--- src/rtl/dpd_pkg.sv ---
// Shared types and helpers for the densely-packed-decimal decode path.
package dpd_pkg;

  typedef enum logic [1:0] {
    IDLE,
    BUSY,
    DONE
  } state_t;

  localparam int DECL_W = 10;
  localparam int BCD3_W = 12;

  // Digits 8/9 in every position ignore p,q; a set p or q there is a redundant code.
  function automatic logic is_noncanon(input logic [9:0] dpd);
    return (dpd[6:5] == 2'b11) && (dpd[3:1] == 3'b111) && (dpd[9:8] != 2'b00);
  endfunction

endpackage

--- src/rtl/dpd_unpack.sv ---
// Combinational decode of one 10-bit DPD declet into three BCD digits.
module dpd_unpack (
  input  logic [9:0]  dpd,
  output logic [11:0] bcd
);

  logic p, q, r, s, t, u, v, w, x, y;
  logic [3:0] d2, d1, d0;

  assign {p, q, r, s, t, u, v, w, x, y} = dpd;
  assign bcd = {d2, d1, d0};

  always_comb begin
    d2 = {1'b0, p, q, r};
    d1 = {1'b0, s, t, u};
    d0 = {1'b0, w, x, y};
    if (v) begin
      unique case ({w, x})
        2'b00: d0 = {3'b100, y};
        2'b01: begin
          d1 = {3'b100, u};
          d0 = {1'b0, s, t, y};
        end
        2'b10: begin
          d2 = {3'b100, r};
          d0 = {1'b0, p, q, y};
        end
        default: begin
          unique case ({s, t})
            2'b00: begin
              d2 = {3'b100, r};
              d1 = {3'b100, u};
              d0 = {1'b0, p, q, y};
            end
            2'b01: begin
              d2 = {3'b100, r};
              d1 = {1'b0, p, q, u};
              d0 = {3'b100, y};
            end
            2'b10: begin
              d1 = {3'b100, u};
              d0 = {3'b100, y};
            end
            default: begin
              d2 = {3'b100, r};
              d1 = {3'b100, u};
              d0 = {3'b100, y};
            end
          endcase
        end
      endcase
    end
  end

endmodule

--- src/rtl/dpd_seq_unpack.sv ---
// Sequential multi-declet DPD to BCD converter sharing one dpd_unpack datapath.
module dpd_seq_unpack #(
  parameter  int NDECL = 5,
  localparam int NDW   = $clog2(3 * NDECL + 1)
) (
  input  logic                clk,
  input  logic                rst_n,
  input  logic                in_valid,
  output logic                in_ready,
  input  logic [10*NDECL-1:0] in_dpd,
  output logic                out_valid,
  input  logic                out_ready,
  output logic [12*NDECL-1:0] out_bcd,
  output logic [NDW-1:0]      out_ndig,
  output logic                out_noncanon
);

  import dpd_pkg::*;

  localparam int IDXW = (NDECL > 1) ? $clog2(NDECL) : 1;

  state_t              state;
  logic [10*NDECL-1:0] shreg;
  logic [IDXW-1:0]     idx;
  logic [11:0]         dig;
  logic [NDW-1:0]      idx3;

  dpd_unpack u_unpack (
    .dpd (shreg[DECL_W-1:0]),
    .bcd (dig)
  );

  assign idx3 = NDW'(idx) * NDW'(3);

  always_ff @(posedge clk or negedge rst_n) begin
    if (!rst_n) begin
      state        <= IDLE;
      shreg        <= '0;
      idx          <= '0;
      out_bcd      <= '0;
      out_ndig     <= NDW'(1);
      out_noncanon <= 1'b0;
      in_ready     <= 1'b1;
      out_valid    <= 1'b0;
    end else begin
      unique case (state)
        IDLE: begin
          if (in_valid && in_ready) begin
            shreg        <= in_dpd;
            idx          <= '0;
            out_bcd      <= '0;
            out_ndig     <= NDW'(1);
            out_noncanon <= 1'b0;
            in_ready     <= 1'b0;
            state        <= BUSY;
          end
        end
        BUSY: begin
          // Digit group lands at the slot picked by idx; out_bcd itself never shifts.
          for (int unsigned k = 0; k < NDECL; k++) begin
            if (idx == IDXW'(k)) out_bcd[k*BCD3_W +: BCD3_W] <= dig;
          end
          shreg <= shreg >> DECL_W;
          if (dig[11:8] != 4'd0)     out_ndig <= idx3 + NDW'(3);
          else if (dig[7:4] != 4'd0) out_ndig <= idx3 + NDW'(2);
          else if (dig[3:0] != 4'd0) out_ndig <= idx3 + NDW'(1);
          if (is_noncanon(shreg[DECL_W-1:0])) out_noncanon <= 1'b1;
          if (idx == IDXW'(NDECL - 1)) begin
            out_valid <= 1'b1;
            state     <= DONE;
          end else begin
            idx <= idx + 1'b1;
          end
        end
        DONE: begin
          if (out_ready) begin
            out_valid <= 1'b0;
            in_ready  <= 1'b1;
            state     <= IDLE;
          end
        end
        default: state <= IDLE;
      endcase
    end
  end

endmodule
--- config.mk ---
export PLATFORM = sky130hd
export DESIGN_NAME = dpd_seq_unpack
export DESIGN_NICKNAME = d
export VERILOG_FILES = /design/src/rtl/dpd_pkg.sv /design/src/rtl/dpd_unpack.sv /design/src/rtl/dpd_seq_unpack.sv
export SDC_FILE = /design/constraint.sdc
export NUM_CORES = 1
export LEC_CHECK = 0
export ABC_AREA = 0
export BUFFER_PORTS_ARGS = -buffer_cell sky130_fd_sc_hd__buf_2
export CAP_MARGIN = 20
export CORE_MARGIN = 2
export CORE_UTILIZATION = 40
export DETAILED_ROUTE_END_ITERATION = 8
export PLACE_DENSITY_LB_ADDON = 0.12
export SLEW_MARGIN = 20
export SYNTH_ARGS = -nofsm -noshare
export SYNTH_HDL_FRONTEND = slang
export SYNTH_SLANG_ARGS = --single-unit
--- constraint.sdc ---
create_clock -name clk -period 2.2 [get_ports clk]
set_input_delay 0.33 -clock clk [delete_from_list [all_inputs] [get_ports clk]]
set_output_delay 0.33 -clock clk [all_outputs]
set_load 0.02 [all_outputs]
# Word level (Yosys, flattened, before mapping)
# Cells that the tools add are included.
# totals
regBits,122
out_inout_bits,67
wordCells,105
# classes
addsub,4
n_mul,1
eq_ne,22
muxes,38
reduce_logical,28
# op_table
op,n
$pmux 60 s2,1
$pmux 50 s2,1
$mux 12,5
$mux 60,1
$mux 50,1
$mux 4,10
$reduce_and 3->1,11
$pmux 4 s2,3
$ne 2x2->1 const B,9
$pmux 4 s3,1
$reduce_bool 4->1,3
$add 4x2->4 const B,2
$eq 2x2->1 const B,4
$reduce_bool 2->1,4
$eq 2x1->1 const B,3
$eq 3x2->1 const B,2
$eq 3x3->1 const B,2
$logic_not 2->1,3
$mux 2,3
$mux 3,2
$pmux 1 s2,3
$pmux 2 s3,1
$pmux 3 s2,1
$mux 1,5
9 further kinds,12

# Logic depth before layout (Yosys ltp)
# Gate-level depths: netlist (run 1).
# logic_depth
word_depth,9
mapped_depth,8
mapped_depth_nobuf,8

# Cells and area by module
# Synthesis (run 1) repeated with hierarchy kept, for this count alone.
# unflattened
cells_unflattened,502
area_unflattened_um2,5525.3
# modules_own_cells
module,n_inst,cells_per_inst,area_per_inst_um2,seq_area_each_um2
dpd_seq_unpack,1,474,5361.4,3055.4
dpd_unpack,1,28,163.9,0.0

# Worst setup path before layout (run 1)
# OpenSTA, ideal clock, no wires.
# synth_timing
path_kind,register to register
from,reg idx[0]
to,reg out_ndig[3]
setup_time_ps,78
t_arrival_ps,2139
slack_ps,-17
stages_incl_launch_ff,8
cell_sequence,dfrtp_1 > ha_1 > fa_1 > ha_1 > mux2_2 > o221ai_1 > nand2_1 > o2bb2ai_1
# synth_via
elab_chain_cells,6
word_cells_on_any_way,8
# synth_rtl
item,line,rtl
"start, declared",dpd_seq_unpack.sv:24,logic [IDXW-1:0] idx;
"start signal, assigned",dpd_seq_unpack.sv:72,idx <= idx + 1'b1;
$mul 3x2->4 (*),dpd_seq_unpack.sv:33,assign idx3 = NDW'(idx) * NDW'(3);
$add 4x1->4,dpd_seq_unpack.sv:66,else if (dig[3:0] != 4'd0) out_ndig <= idx3 + NDW'(1);
$mux 4,dpd_seq_unpack.sv:66,
$mux 4,dpd_seq_unpack.sv:65,else if (dig[7:4] != 4'd0) out_ndig <= idx3 + NDW'(2);
$mux 4 (*),dpd_seq_unpack.sv:64,if (dig[11:8] != 4'd0) out_ndig <= idx3 + NDW'(3);
$pmux 4 s2 (*),dpd_seq_unpack.sv:46,unique case (state)
"end signal, assigned",dpd_seq_unpack.sv:64,
"end signal, assigned",dpd_seq_unpack.sv:65,
"end signal, assigned",dpd_seq_unpack.sv:66,
"end, declared",dpd_seq_unpack.sv:14,"output logic [NDW-1:0] out_ndig,"
# Every way passes the cells marked *; elsewhere a longest branch is shown, timed or not. The select of a mux whose other input is x is not followed.
# A chain may end at the register's enable or synchronous reset.

# Final worst setup path (run 1)
# layout_timing
from,reg shreg[1]
to,reg out_ndig[0]
# layout_via
elab_chain_cells,8
word_cells_on_any_way,19
# layout_rtl
item,line,rtl
"start, declared",dpd_seq_unpack.sv:23,logic [10*NDECL-1:0] shreg;
"start signal, assigned",dpd_seq_unpack.sv:49,shreg <= in_dpd;
"start signal, assigned",dpd_seq_unpack.sv:63,shreg <= shreg >> DECL_W;
$eq 2x2->1 / $logic_not 2->1 (equally long branches),dpd_unpack.sv:18,"unique case ({w, x})"
$reduce_or 2->1 (no line),n/a,
$pmux 4 s2,dpd_unpack.sv:18,
$mux 4,dpd_unpack.sv:17,if (v) begin
$reduce_bool 4->1,dpd_seq_unpack.sv:65,
$mux 4,dpd_seq_unpack.sv:65,
$mux 4,dpd_seq_unpack.sv:64,
$pmux 4 s2,dpd_seq_unpack.sv:46,
# Several ways; a longest one is shown, not always the timed one.

==> summary.md, run 1 <==
| Metric | Value |
|---|---|
| Status | finished clean |
| Final instance area | between 6000 and 7000 µm² |
| Post-Syn Instances | approximately 560 |
| Initial DRC Count | 250 |
| Net Count, Synth | around 630 |
| Starting density of the core | 40.8% |
| Yosys warning total | 0 |
| Top cells by count, synth | 147 x nand2_1, 120 x dfrtp_1, 55 x nor2_1 |
| Worst-margin pin slew | 0.503 ns |
| Main synth FF type | dfrtp_1 |
| Area grow syn2layout | 27.9% |
| Routed length per instance | around 16 µm |
| CP Capture Type | flop |
| Post-DP HPWL | roughly 9900 µm |
| Layout cell share with drive strength beyond 1 | between 20% and 30% |
| Post-synth EDFFs | 0 |
| Static leakage | ~3.4 nW |
| Initial antenna violation count | 3 |
| FP Rows | 42 |
| Die W | roughly 120 µm |
| CTS Buf Count | 17 |
| Post-synthesis area per instance | between 9 and 10 µm² |
| Clk_skew | around 0.0060 ns |
| Peak supply drop | between 700 and 800 µV |
| Tmin final | 2.14 ns |
| Ys async rst share | between 90% and 100% |
| Antenna-violating nets left | 0 |
| Synth top area share | 55.8% |
| Sequential share of the synthesized area | between 50% and 60% |
| Die Y | ~120 µm |
| PortBufs | 120 |
| # setup viols final | 0 |
| RSZ-0062 raised after global routing | true |
| Global Route Usage Sum | 20.1% |
| Sink Count | between 100 and 150 |
| Final RePlAce weighted congestion | roughly 0.85 |
| I/O Pins | approximately 120 |
| Top-count cell post-synth | nand2_1 |
| Slew HR | 66.0% |
| Final max-slew violation count | 0 |
| Drt via density | ~5.1 |
| Residual DRC | 0 |
| Worst-path clk slew | 0.05 ns |
| Root Driver | clkbuf_16 |
| Ranking of synthesized cells by area | dfrtp_1 56%, nand2_1 10%, a31oi_1 5.0%, o21ai_0 4.4%, nor2_1 3.8% |
| Pre-CTS setup slack | between 0.06 and 0.07 ns |
| CTS Buffer Depth | 2 |
| Fin crit share | a little over nine tenths |
| Total gr overflow | 0 |
| Largest net degree at the start of global routing | 82 |
| H-tree levels | 4 |
| First-pass GRT wire length | approximately 22,000 µm |
| Unique masters post-synth | 42 |
| CP Launch Type | flop |
| Routed Wire Length | 13,800 µm |
| Worst endpoint required time | about 2.5 ns |
| Die Area | 14,400 µm² |
| Non-filler cells in the finished layout | between 800 and 900 |
| Dpl cell area | about 6300 µm² |
| Dpl cells | 843 |
| Hold Path Class | in -> reg |
| Critical path arrival | between 2 and 2.5 ns |
| CTS tree | done |
| Kind of critical path | reg -> reg |
| Core area | around 13,000 µm² |
| Fin nets | 750 |
| Hold Fails Final Rpt | 0 |
| Worst setup margin | ~0.058 ns |
| #FFs+latches synth | ~120 |
| Vias in the first global route | 4,450 |
| Area leader, netlist | dfrtp_1 |
| Post-Syn Area | approximately 5400 µm² |
| Max Cap Violations | 0 |
| Post-CTS Setup Repair Bufs | 0 |
| WHS | between 0.1 and 0.15 ns |
| Worst-Skew Late Latency | about 0.41 ns |
| Via Count | ~4,500 |
| DRT Pass-1 Iters | 4 |
| Pwr per Cell Area | between 1500 and 2000 nW/µm² |
| Maximum clock rate | ~0.47 GHz |
| Setup TNS | 0 ns |
| CP Max Fanout | 10 |
==> cells in the final DEF (no fill, tap or decap), types with 2 or more instances in the layout <==
cell type,count
nand2b_1,4
nand2_1,147
nor2_4,2
o2bb2ai_1,3
inv_1,9
o21ai_0,47
nor3_1,4
buf_4,18
nor2_1,53
mux2_2,17
o21ai_2,2
dfrtp_1,120
xnor2_1,3
a22o_1,15
or2_2,2
nor3b_1,2
a31oi_1,43
and3_1,2
a21oi_1,16
or3_1,2
ha_1,6
nand3_1,4
bufinv_16,2
dfstp_2,2
buf_2,119
clkinv_2,7
buf_12,4
clkbuf_1,4
clkbuf_16,17
==> metrics by stage <==
stage,utilization (%),power (mW)
global placement,47.7,8.32
detailed placement,47.7,8.47
floorplan,-,6.84
CTS,52.0,11.1
global route,52.1,12.0
finish,52.2,11.1
==> state kept, by name (all words and copies together), names as in the netlist <==
name	cells
out_ndig	4
out_bcd	60
out_valid	1
state	2
in_ready	1
idx	3
shreg	50
out_noncanon	1
==> layer usage <==
metal	vias up	share of wire [%]	track usage (%)
met5	-	0	0
met2	145	46	31.4
met4	0	2.4	8.46
met1	2133	45	25.6
met3	20	6.8	6.70
li1	2176	-	-
==> power breakdown <==
part           switching [mW]  internal (mW)
combinational            2.90           1.77
sequential              0.634           3.16
clock                   0.947           1.68
total                    4.48           6.61
==> path summary, 6_finish.rpt <==
kind | start | to | slack, ns | depth (start not counted)
setup / recovery | shreg[1]$_DFFE_PN0P_ | out_ndig[0]$_DFFE_PN1P_ | 0.06 | 6
hold / removal | in_dpd[45] | shreg[45]$_DFFE_PN0P_ | 0.14 | 2
setup reg to reg | shreg[1]$_DFFE_PN0P_ | out_ndig[0]$_DFFE_PN1P_ | 0.06 | 6
hold reg to reg | out_bcd[1]$_DFFE_PN0P_ | out_bcd[1]$_DFFE_PN0P_ | 0.47 | 2
max in group asynchronous | rst_n | out_bcd[54]$_DFFE_PN0P_ | 1.22 | 3
min in group asynchronous | rst_n | out_bcd[46]$_DFFE_PN0P_ | 0.37 | 2
==> kinds of logic (layout without fill, tap and decap cells) <==
| family | after synthesis | after routing | share of synthesized area, % |
|---|---|---|---|
| buffers and inverters | 46 | 183 | 3.30 |
| flip-flops | 122 | 122 | 56.8 |
| AO/OA/AOI/OAI | 135 | 135 | 15.7 |
| AND/OR/NAND/NOR | 228 | 228 | 17.3 |
| multiplexers | 19 | 19 | 4.02 |
| other | 0 | 1 | 0 |
| XOR/XNOR | 4 | 4 | 0.651 |
| adder cells (fa/ha/maj) | 9 | 9 | 2.23 |
==> cell type report <==
type                    instances  area (µm²)
fillers                      1225        6310
clock inverters                10         103
clock buffers                  22         454
repair buffers                142         821
inverters                       9        33.8
multi-input cells             395        2190
flip-flops and latches        122        3060
well taps                     176         220
diodes                          1        2.50
==> what timing repair did <==
item,4_1_cts,5_1_grt
hold endpoints to repair,21,0
setup endpoints to repair,0,16
hold buffers,1,0
resized for setup,0,5
==> critical path, stage by stage, from the launching register on <==
cell and delay, ns:
dfrtp_1 0.51, o21ai_2 0.14, nor2b_4 0.14, a22o_1 0.20, or4b_4 0.57, o21ai_4 0.19
mux2_4 0.31
Note: power is estimated with default switching activity, not from simulation.
==> run 2: changes to the inputs <==
--- a/config.mk
+++ b/config.mk
@@ -7,7 +7,6 @@
 export LEC_CHECK = 0
 export ABC_AREA = 0
 export BUFFER_PORTS_ARGS = -buffer_cell sky130_fd_sc_hd__buf_2
-export CAP_MARGIN = 20
 export CORE_MARGIN = 2
 export CORE_UTILIZATION = 40
 export DETAILED_ROUTE_END_ITERATION = 8
==> constraint.sdc (replaced) <==
create_clock -name clk -period 1.75 [get_ports clk]
set_input_delay 0.2625 -clock clk [delete_from_list [all_inputs] [get_ports clk]]
set_output_delay 0.2625 -clock clk [all_outputs]
set_load 0.02 [all_outputs]
==> summary.md, run 2 (synthesis results as in run 1) <==
| Metric | Value |
|---|---|
| Status | complete, but fails checks |
| Failing checks | setup timing |
| Fin nets | 808 (+7.7%) |
| First-pass GRT wire length | 23,400 µm (+4.2%) |
| Most Crowded Layer GR | met2 |
| FP Rows | 42 (unchanged) |
| M1 GR Usage | 25.7% (+0.14 points) |
| Total gr overflow | 0 (unchanged) |
| Routed Wire Length | 14,700 µm (+6.3%) |
| Via Count | 4,744 (+6.0%) |
| Peak supply drop | 754 µV (+3.1%) |
| Initial antenna violation count | 0 (-3) |
| Worst endpoint required time | 2.09 ns (-0.45 ns) |
| Antenna-violating nets left | 0 (unchanged) |
| Initial DRC Count | 230 (-8.0%) |
| Residual DRC | 0 (unchanged) |
| Pre-CTS setup slack | -0.329 ns (-0.390 ns) |
| CTS Buf Count | 17 (unchanged) |
| Min-delay src | in_dpd[43] |
| Largest net degree at the start of global routing | 53 (-35%) |
| Met2 Use GR | 35.0% (+3.6 points) |
| Area grow syn2layout | 41.5% |
| Tmin final | 2.04 ns (-0.105 ns) |
| Reg2Reg Setup Slack | -0.29 ns (-0.34 ns) |
| Root Driver | clkbuf_16 |
| Critical path arrival | 2.38 ns (-0.10 ns) |
| Top Registers | out_bcd x60, shreg x50, out_ndig x4 |
| Post-DP HPWL | 10,400 µm (+5.5%) |
| ANT cells | 0 (-1) |
| Worst setup margin | -0.287 ns (-0.345 ns) |
| I/O Pins | 121 (unchanged) |
| Reg2Reg Launch Point | idx[1]$_DFFE_PN0P_ |
| Worst-Skew Late Latency | 0.42 ns (about the same) |
| CTS Buffer Depth | 2 (unchanged) |
| Most common cell after layout, fill and taps aside | nand2_1 |
| CTS tree | done |
| Static leakage | 3.72 nW (+10%) |
| Kind of critical path | reg -> reg |
| CP Capture Type | flop |
| FF-to-FF path depth | 7 (+1) |
| Dpl cells | 883 (+4.7%) |
| Sw Pwr | 6.28 mW (+40%) |
| Hold Path Depth | 2 (unchanged) |
| # setup viols final | 8 (+8) |
| Global Route Usage Sum | 21.0% (+0.93 points) |
| Max Cap Violations | 0 (unchanged) |
| Die Y | 120 µm (unchanged) |
| Maximum clock rate | 0.491 GHz (+5.2%) |
| Die W | 120 µm (unchanged) |
| Flop pwr share | 30.2% (-4.0 points) |
| Drt via density | 5.08 (-0.44%) |
| Pwr per Cell Area | 2060 nW/µm² (+28%) |
| Die Area | 14,400 µm² (unchanged) |
| Most frequent cells in the layout | 143 x nand2_1, 120 x buf_2, 115 x dfrtp_1 |
| Clock power share | 22.6% (-1.1 points) |
| CP startpoint | idx[1]$_DFFE_PN0P_ |
| Worst-margin pin slew | 0.404 ns (-0.0995 ns) |
| H-tree levels | 4 (unchanged) |
| Clk_skew | 0.00619 ns (+0.000161 ns) |
| Internal power | 9.42 mW (+43%) |
| Sink Count | 122 (unchanged) |
| CP Max Fanout | 4 (-6) |
| DRT Pass-1 Iters | 4 (unchanged) |
| CP Launch Type | flop |
| Hold Fails Final Rpt | 0 (unchanged) |
| Final RePlAce weighted congestion | 0.862 (+2.0%) |
| Vias in the first global route | 4,632 (+4.1%) |
| Net Sw Frac | 40.0% (-0.40 points) |
| Layout cell share with drive strength beyond 1 | 38.8% (+9.5 points) |
| Largest register FFs | 60 (unchanged) |
| Slew HR | 73.1% (+7.1 points) |
| Routed length per instance | 15.7 µm (-0.20%) |
| RSZ-0062 raised after global routing | true |
| Combinational power share | 47.3% (+5.2 points) |
| Core area | 13,200 µm² (unchanged) |
| Worst-path clk slew | 0.06 ns (about the same) |
| Starting density of the core | 40.8% (unchanged) |
| Final max-slew violation count | 0 (unchanged) |
| Non-filler cells in the finished layout | 934 (+6.5%) |
| PortBufs | 120 (unchanged) |
| Fin crit share | 116% (+19 points) |
| Met3 Use GR | 5.28% (-1.4 points) |
| Biggest register | out_bcd |
| Hold Path Class | in -> reg |
-- run 2: cell types whose count changed in the layout (fill, tap and decap cells not counted), moves of 4 or more --
cell / change
o21ai_0: -11
buf_4: +41
dfrtp_1: -5
dfrtp_2: +5
clkbuf_1: -4
clkinv_4: +4
a21oi_1: -4
o21ai_1: +10
buf_6: +16
nand2_1: -4
-- run 2: worst paths after layout --
kind,end
hold / removal,shreg[43]$_DFFE_PN0P_
setup / recovery,out_ndig[3]$_DFFE_PN0P_
min in group asynchronous,out_bcd[13]$_DFFE_PN0P_
setup reg to reg,out_ndig[3]$_DFFE_PN0P_
max in group asynchronous,in_ready$_DFFE_PN1P_
hold reg to reg,out_bcd[22]$_DFFE_PN0P_
-- run 2: power by group through the flow --
stage,registers [mW],logic [mW],clock network (mW)
3_3_place_gp,4.68,6.55,0
6_report,4.73,7.42,3.55
5_1_grt,4.88,8.10,3.74
2_1_floorplan,5.32,3.47,0
3_5_place_dp,4.73,6.68,0
4_1_cts,4.71,6.91,3.60
-- run 2: layout make-up --
type | count | area (µm²)
clock inverter | 15 | 176
tap | 176 | 220
timing repair buffer | 200 | 1310
fill | 1153 | 5580
clock buffer | 17 | 425
inverter | 9 | 36.3
multi-input combinational | 395 | 2380
sequential | 122 | 3060
-- run 2: stage by stage --
stage | hold slack, ns | TNS, ns | util (%) | instance area (µm²) | power, mW
global placement | 0.193 | -0.999 | 50.3 | 6640 | 11.2
detailed placement | 0.194 | -1.60 | 50.3 | 6640 | 11.4
global route | 0.0497 | -2.25 | 57.7 | 7610 | 16.7
floorplan | -0.0331 | -0.535 | - | 5450 | 8.79
finish | 0.0535 | -1.13 | 57.7 | 7610 | 15.7
CTS | 0.0387 | -0.734 | 55.8 | 7360 | 15.2
-- run 2: critical path: stages, from the launching register on --
cell,delay [ns]
dfrtp_2,0.44
ha_4,0.18
fa_2,0.58
ha_4,0.15
mux2_4,0.30
o221ai_2,0.12
nand2_1,0.07
o2bb2ai_1,0.11
-- run 2: per-layer routing --
layer | share of wire (%) | wire length [µm]
met1 | 43 | 6370
met3 | 5.2 | 764
met5 | 0 | 0
met2 | 49 | 7180
met4 | 2.5 | 368
-- run 2: timing repair --
item / CTS / global route
pin swaps: 6 / 10
resized for setup: 14 / 53
setup buffers: 9 / 7
endpoints found under the setup margin: 21 / 49
hold buffers: 1 / 0
hold endpoints to repair: 22 / 0
cloned: 0 / 3
